===== src/rtl/spi_slave_shifter.sv =====
// SPI responder shift engine: synchronises SCLK/SS_N/MOSI into pclk, handles all CPOL/CPHA modes.
// Optional SPI_SLAVE_OVERRUN_EN adds rx_ack_i / rx_overrun_o for unread-byte tracking.
module spi_slave_shifter #(
  parameter int                DATA_W       = 8,
  parameter logic [DATA_W-1:0] UNDERRUN_VAL = 8'hFF
) (
  input  logic              pclk,
  input  logic              preset,
  input  logic              sclk_i,
  input  logic              ss_n_i,
  input  logic              mosi_i,
  input  logic              cpol_i,
  input  logic              cpha_i,
  input  logic              lsbfe_i,
  input  logic [DATA_W-1:0] tx_data_i,
  input  logic              tx_load_i,
`ifdef SPI_SLAVE_OVERRUN_EN
  input  logic              rx_ack_i,
  output logic              rx_overrun_o,
`endif
  output logic              tx_ready_o,
  output logic [DATA_W-1:0] rx_data_o,
  output logic              rx_valid_o,
  output logic              miso_o,
  output logic              miso_oe_o,
  output logic              busy_o,
  output logic              underrun_o
);

  localparam int CNT_W = $clog2(DATA_W) + 1;

  typedef enum logic [1:0] {ST_IDLE, ST_LOAD, ST_SHIFT} state_t;

  state_t             r_state;
  logic               r_sclk_s1, r_sclk_s2, r_sclk_s3;
  logic               r_ss_s1, r_ss_s2;
  logic               r_mosi_s1, r_mosi_s2;
  logic               r_cpol, r_cpha, r_lsbfe;
  logic [DATA_W-1:0]  r_tx_sr, r_rx_sr, r_tx_buf, r_rx_data;
  logic [CNT_W-1:0]   r_bit_cnt;
  logic               r_tx_full;
  logic               r_rx_valid, r_miso, r_miso_oe, r_busy, r_underrun;
  logic               r_hold, r_reload_pend;

  logic               w_sclk_rise, w_sclk_fall, w_lead, w_trail, w_sample, w_shift;
  logic [DATA_W-1:0]  w_rx_next, w_reload_val, w_tx_adv;
  logic               w_reload_bit, w_adv_bit, w_byte_done;
  logic [CNT_W-1:0]   w_cnt_inc;

  assign w_sclk_rise  = r_sclk_s2 & ~r_sclk_s3;
  assign w_sclk_fall  = ~r_sclk_s2 & r_sclk_s3;
  assign w_lead       = r_cpol ? w_sclk_fall : w_sclk_rise;
  assign w_trail      = r_cpol ? w_sclk_rise : w_sclk_fall;
  assign w_sample     = r_cpha ? w_trail : w_lead;
  assign w_shift      = r_cpha ? w_lead : w_trail;
  assign w_rx_next    = r_lsbfe ? {r_mosi_s2, r_rx_sr[DATA_W-1:1]} : {r_rx_sr[DATA_W-2:0], r_mosi_s2};
  assign w_reload_val = r_tx_full ? r_tx_buf : UNDERRUN_VAL;
  assign w_reload_bit = r_lsbfe ? w_reload_val[0] : w_reload_val[DATA_W-1];
  assign w_tx_adv     = r_lsbfe ? {1'b0, r_tx_sr[DATA_W-1:1]} : {r_tx_sr[DATA_W-2:0], 1'b0};
  assign w_adv_bit    = r_lsbfe ? r_tx_sr[1] : r_tx_sr[DATA_W-2];
  assign w_cnt_inc    = r_bit_cnt + CNT_W'(1);
  assign w_byte_done  = w_sample && (w_cnt_inc == CNT_W'(DATA_W));

  always_ff @(posedge pclk or posedge preset) begin
    if (preset) begin
      r_state       <= ST_IDLE;
      r_sclk_s1     <= 1'b0;
      r_sclk_s2     <= 1'b0;
      r_sclk_s3     <= 1'b0;
      r_ss_s1       <= 1'b1;
      r_ss_s2       <= 1'b1;
      r_mosi_s1     <= 1'b0;
      r_mosi_s2     <= 1'b0;
      r_cpol        <= 1'b0;
      r_cpha        <= 1'b0;
      r_lsbfe       <= 1'b0;
      r_tx_sr       <= '0;
      r_rx_sr       <= '0;
      r_tx_buf      <= '0;
      r_rx_data     <= '0;
      r_bit_cnt     <= '0;
      r_tx_full     <= 1'b0;
      r_rx_valid    <= 1'b0;
      r_miso        <= 1'b0;
      r_miso_oe     <= 1'b0;
      r_busy        <= 1'b0;
      r_underrun    <= 1'b0;
      r_hold        <= 1'b0;
      r_reload_pend <= 1'b0;
    end else begin
      r_sclk_s1  <= sclk_i;
      r_sclk_s2  <= r_sclk_s1;
      r_sclk_s3  <= r_sclk_s2;
      r_ss_s1    <= ss_n_i;
      r_ss_s2    <= r_ss_s1;
      r_mosi_s1  <= mosi_i;
      r_mosi_s2  <= r_mosi_s1;
      r_rx_valid <= 1'b0;
      r_underrun <= 1'b0;

      if (tx_load_i && !r_tx_full) begin
        r_tx_buf  <= tx_data_i;
        r_tx_full <= 1'b1;
      end

      case (r_state)
        ST_IDLE: begin
          r_miso_oe <= 1'b0;
          r_busy    <= 1'b0;
          r_bit_cnt <= '0;
          if (!r_ss_s2) begin
            r_cpol  <= cpol_i;
            r_cpha  <= cpha_i;
            r_lsbfe <= lsbfe_i;
            r_state <= ST_LOAD;
          end
        end
        ST_LOAD: begin
          r_tx_sr <= w_reload_val;
          r_miso  <= w_reload_bit;
          if (r_tx_full) r_tx_full <= 1'b0;
          else           r_underrun <= 1'b1;
          r_bit_cnt     <= '0;
          r_rx_sr       <= '0;
          r_miso_oe     <= 1'b1;
          r_busy        <= 1'b1;
          // With CPHA=1 the first leading edge must keep the bit LOAD already presented.
          r_hold        <= r_cpha;
          r_reload_pend <= 1'b0;
          r_state       <= ST_SHIFT;
        end
        ST_SHIFT: begin
          if (w_sample) begin
            r_rx_sr <= w_rx_next;
            if (w_byte_done) begin
              r_rx_data     <= w_rx_next;
              r_rx_valid    <= 1'b1;
              r_bit_cnt     <= '0;
              r_reload_pend <= 1'b1;
            end else begin
              r_bit_cnt <= w_cnt_inc;
            end
          end else if (w_shift) begin
            // Next-byte reload waits for the shift edge so a frame ending here never consumes the buffer.
            if (r_reload_pend) begin
              r_tx_sr <= w_reload_val;
              r_miso  <= w_reload_bit;
              if (r_tx_full) r_tx_full <= 1'b0;
              else           r_underrun <= 1'b1;
              r_reload_pend <= 1'b0;
            end else if (r_hold) begin
              r_hold <= 1'b0;
            end else begin
              r_tx_sr <= w_tx_adv;
              r_miso  <= w_adv_bit;
            end
          end
        end
        default: r_state <= ST_IDLE;
      endcase

      if (r_ss_s2 && (r_state != ST_IDLE)) begin
        r_state       <= ST_IDLE;
        r_miso_oe     <= 1'b0;
        r_busy        <= 1'b0;
        r_bit_cnt     <= '0;
        r_hold        <= 1'b0;
        r_reload_pend <= 1'b0;
      end
    end
  end

`ifdef SPI_SLAVE_OVERRUN_EN
  logic r_unread, r_overrun;
  logic w_rx_done;

  assign w_rx_done = (r_state == ST_SHIFT) && w_byte_done;

  always_ff @(posedge pclk or posedge preset) begin
    if (preset) begin
      r_unread  <= 1'b0;
      r_overrun <= 1'b0;
    end else if (w_rx_done) begin
      r_unread <= 1'b1;
      if (rx_ack_i)      r_overrun <= 1'b0;
      else if (r_unread) r_overrun <= 1'b1;
    end else if (rx_ack_i) begin
      r_unread  <= 1'b0;
      r_overrun <= 1'b0;
    end
  end

  assign rx_overrun_o = r_overrun;
`endif

  assign tx_ready_o = ~r_tx_full;
  assign rx_data_o  = r_rx_data;
  assign rx_valid_o = r_rx_valid;
  assign miso_o     = r_miso;
  assign miso_oe_o  = r_miso_oe;
  assign busy_o     = r_busy;
  assign underrun_o = r_underrun;

endmodule


===== config.mk =====
export PLATFORM = sky130hd
export DESIGN_NAME = spi_slave_shifter
export DESIGN_NICKNAME = d
export VERILOG_FILES = /design/src/rtl/spi_slave_shifter.sv
export SDC_FILE = /design/constraint.sdc
export NUM_CORES = 1
export LEC_CHECK = 0
export CAP_MARGIN = 10
export CELL_PAD_IN_SITES_DETAIL_PLACEMENT = 1
export CELL_PAD_IN_SITES_GLOBAL_PLACEMENT = 1
export CORE_MARGIN = 4
export CORE_UTILIZATION = 49
export CTS_BUF_LIST = sky130_fd_sc_hd__clkbuf_8
export DETAILED_ROUTE_END_ITERATION = 6
export GPL_TIMING_DRIVEN = 0
export PLACE_DENSITY_LB_ADDON = 0.08
export SLEW_MARGIN = 20
export SYNTH_ARGS = -nofsm -noshare
export SYNTH_HDL_FRONTEND = slang
export SYNTH_SLANG_ARGS = --single-unit
export TNS_END_PERCENT = 5

===== constraint.sdc =====
create_clock -name pclk -period 4 [get_ports pclk]
set_input_delay 0.8 -clock pclk [delete_from_list [all_inputs] [get_ports pclk]]
set_output_delay 0.8 -clock pclk [all_outputs]
set_load 0.1 [all_outputs]

==> run metrics <==
status=finished, final reports clean; Multi-input gate area=1120 µm²; max_slew headroom=34.6%; Final #Nets=287; setup TNS=0 ns; DPL Wire Length=4070 µm; grt peak-use layer=met2; P_int=1220 µW; GR Util met1=25.5%; FF-to-FF End=r_tx_sr[3]$_DFFE_PP0P_; register area share after synthesis=53.3%; Antenna Cells=0; area grow syn2layout=18.2%; vias per std cell=5.46; Clk Latency, worst-skew pair=0.30 ns; R2R depth=9; Placement Cell Area=2980 µm²; Required @ worst endpoint=3.20 ns; Routed WL per cell=16.8 µm; Netlist cell types=36; Total Wirelength=5650 µm; Clock Pin Slew Worst Setup and Hold Paths=0.09 ns; final antenna-violating net count=0; TritonCTS Sinks=55; pre-CTS setup slack=1.35 ns; vias in the first global route=1944; total grt overflow=0; clk_skew=0.00755 ns; Avg Inst Size Synth=11.3 µm²; met2 usage=32.3%; largest family of logic cells by synthesized area=multiplexers; Finished Layout Cells=336; worst reg2reg startpoint=r_state[0]$_DFFE_PP0P_; Max Transition Viols Final=0; I/O pins=31; Synth Warn #=0; PwrDens=674 nW/µm²; worst min-delay path endpoint=r_sclk_s2$_DFF_PP0_; post-layout util=59.9%; largest net degree at the start of global routing=56; cell area after layout=3060 µm²; CP arrival=2.17 ns; Post-Synth XOR/XNOR Area=0.968%; drt first pass iters=4; Max-Cap Viols=0; GRT Util Overall=19.4%; Min-Delay Startpoint=r_sclk_s1$_DFF_PP0_; CP max FO=10; register share of total power=38.6%; Mapped Area=2590 µm²; FF+latch count, synth=55; Initial Util=50.6%; Slew @ Worst Pin=0.978 ns; post-CTS setup buffer count=0; total CTS buffers=5; Worst Hold Class=reg2reg; CTS tree=built; Die ar.=6500 µm²; H-tree Lvls=2; commonest non-fill, non-tap cell in the layout=dfrtp_1; DR iter-0 viols=78; Synth Area in Compound Gates=14.6%; hold_buf cts=0; root buf cell=clkbuf_8; Crit Path Category=reg2out; # fillers=577; worst vdd ir=0.305 mV; Placer Congestion=0.751; RSZ-0062 raised after global routing=no; mux contribution to synthesized area=15.1%; Worst setup EP type=primary output; FMAX=337 MHz; port bufs=30; DP Cell Count=328; row count=26; Final setup viols=0; Hold Fails Final Rpt=0; grt met3 use=4.60%; via count=1835; Die Wd=80.7 µm; Net Sw Frac=40.7%; Worst setup SP type=flop; clock buffer depth=2; combinational share of power=47.3%; chip height=80.7 µm; WHS Path Cells=0; DRC=0; Psw=839 µW; Register Area=1380 µm²; Post-Synth Adder-Cell Area=2.42%; # resized after CTS=0; Clock power frac=14.0%; Final min period=2.97 ns; crit share post-route=74.2%; layout cells sized above 1=15.8%; first-pass GRT wire length=9620 µm; r2r setup slk=1.66 ns; simple logic cell fraction of the synthesized area=10.1%; commonest cells after routing, fill and taps aside=dfrtp_1, clkdlybuf4s50_1, mux2_2; Syn Nets=250; area of the core=5110 µm²; Synth Instances=228; Static Leak=0.00132 µW; Critical path origin=r_tx_full$_DFF_PP0_; Setup WS post-layout=1.03 ns; initial antenna violation count=0
-- per-layer routing --
metal  vias to the layer above  share of wire [%]
met5                         -                  0
met4                         0                1.1
met3                         6                3.1
met2                        23                 50
met1                       917                 46
li1                        889                  -
-- Yosys cell counts, drive strengths merged --
master    n  share of area [%]
o211a     1               0.68
nand2    19                2.8
and2      3               0.73
a22o      4                1.4
clkbuf    2               0.29
o22ai     1               0.24
dfstp     2                2.0
o31ai     1               0.29
a32o      2               0.77
mux2i    15                5.8
o31a      6                2.0
buf       8                1.9
o21ai    14                2.9
ha        5                2.4
inv       8                1.2
a21oi    14                2.7
o21bai    1               0.29
a31o      1               0.34
a31oi    10                2.4
dfrtp    53                 51
nor2b     4               0.97
nor2     10                1.5
clkinv    1               0.14
o2bb2ai   1               0.34
xnor2     2               0.97
o211ai    1               0.29
mux2     21                9.3
or3       1               0.24
nand2b    3               0.73
nor3b     2               0.58
nand3b    3               0.87
nand3     9                1.7
-- how the worst max path moves through the flow --
stage	endpoint	slack (ns)
2_1_floorplan	busy_o$_DFFE_PP0P_	1.86
4_1_cts	tx_ready_o	1.01
5_1_grt	tx_ready_o	0.93
3_5_place_dp	tx_ready_o	1.35
6_report	tx_ready_o	1.03
3_3_place_gp	busy_o$_DFFE_PP0P_	0.82
-- through the flow --
stage          total power (µW)  hold slack [ns]
2_1_floorplan              1550            0.331
3_3_place_gp               1750            0.331
3_5_place_dp               1790            0.336
4_1_cts                    2080            0.358
5_1_grt                    2200            0.363
6_report                   2060            0.360
-- logic make-up after synthesis --
logic type | after synthesis
mux | 36
simple gates | 54
buf+inv | 19
xor+xnor | 2
fa+ha+maj | 5
compound gates | 57
flops | 55
-- power by group through the flow --
stage / Clock (µW) / Sequential (µW) / Combinational [µW]
detailed placement: 0 / 809 / 977
global route: 332 / 813 / 1060
CTS: 300 / 798 / 984
global placement: 0 / 802 / 949
finish: 289 / 797 / 975
floorplan: 0 / 860 / 694
-- worst max-delay path: stages, from the launching register on --
cell             delay, ns
dfrtp_1               0.46
clkinv_1              0.23
clkdlybuf4s50_1       1.18
-- sequential cells by signal (all words and copies together) (netlist names) --
register,cells
busy_o,1
miso_o,1
r_bit_cnt,4
r_cpha,1
r_cpol,1
r_hold,1
r_lsbfe,1
r_mosi_s1,1
r_mosi_s2,1
r_reload_pend,1
r_rx_sr,8
r_sclk_s1,1
r_sclk_s2,1
r_sclk_s3,1
r_ss_s1,1
r_ss_s2,1
r_state,2
r_tx_buf,8
r_tx_full,1
r_tx_sr,8
rx_data_o,8
rx_valid_o,1
underrun_o,1
-- final cells by class --
cell class	count	share of cell area [%]
plain buffers	10	1.88
clock buffers	5	2.25
clock inverters	3	0.409
inverters	9	1.19
multi-input cells	154	36.5
flip-flops and latches	55	45.1
well taps	70	2.86
repair buffers	30	9.82
No activity file was read; power rests on OpenSTA's default activity.
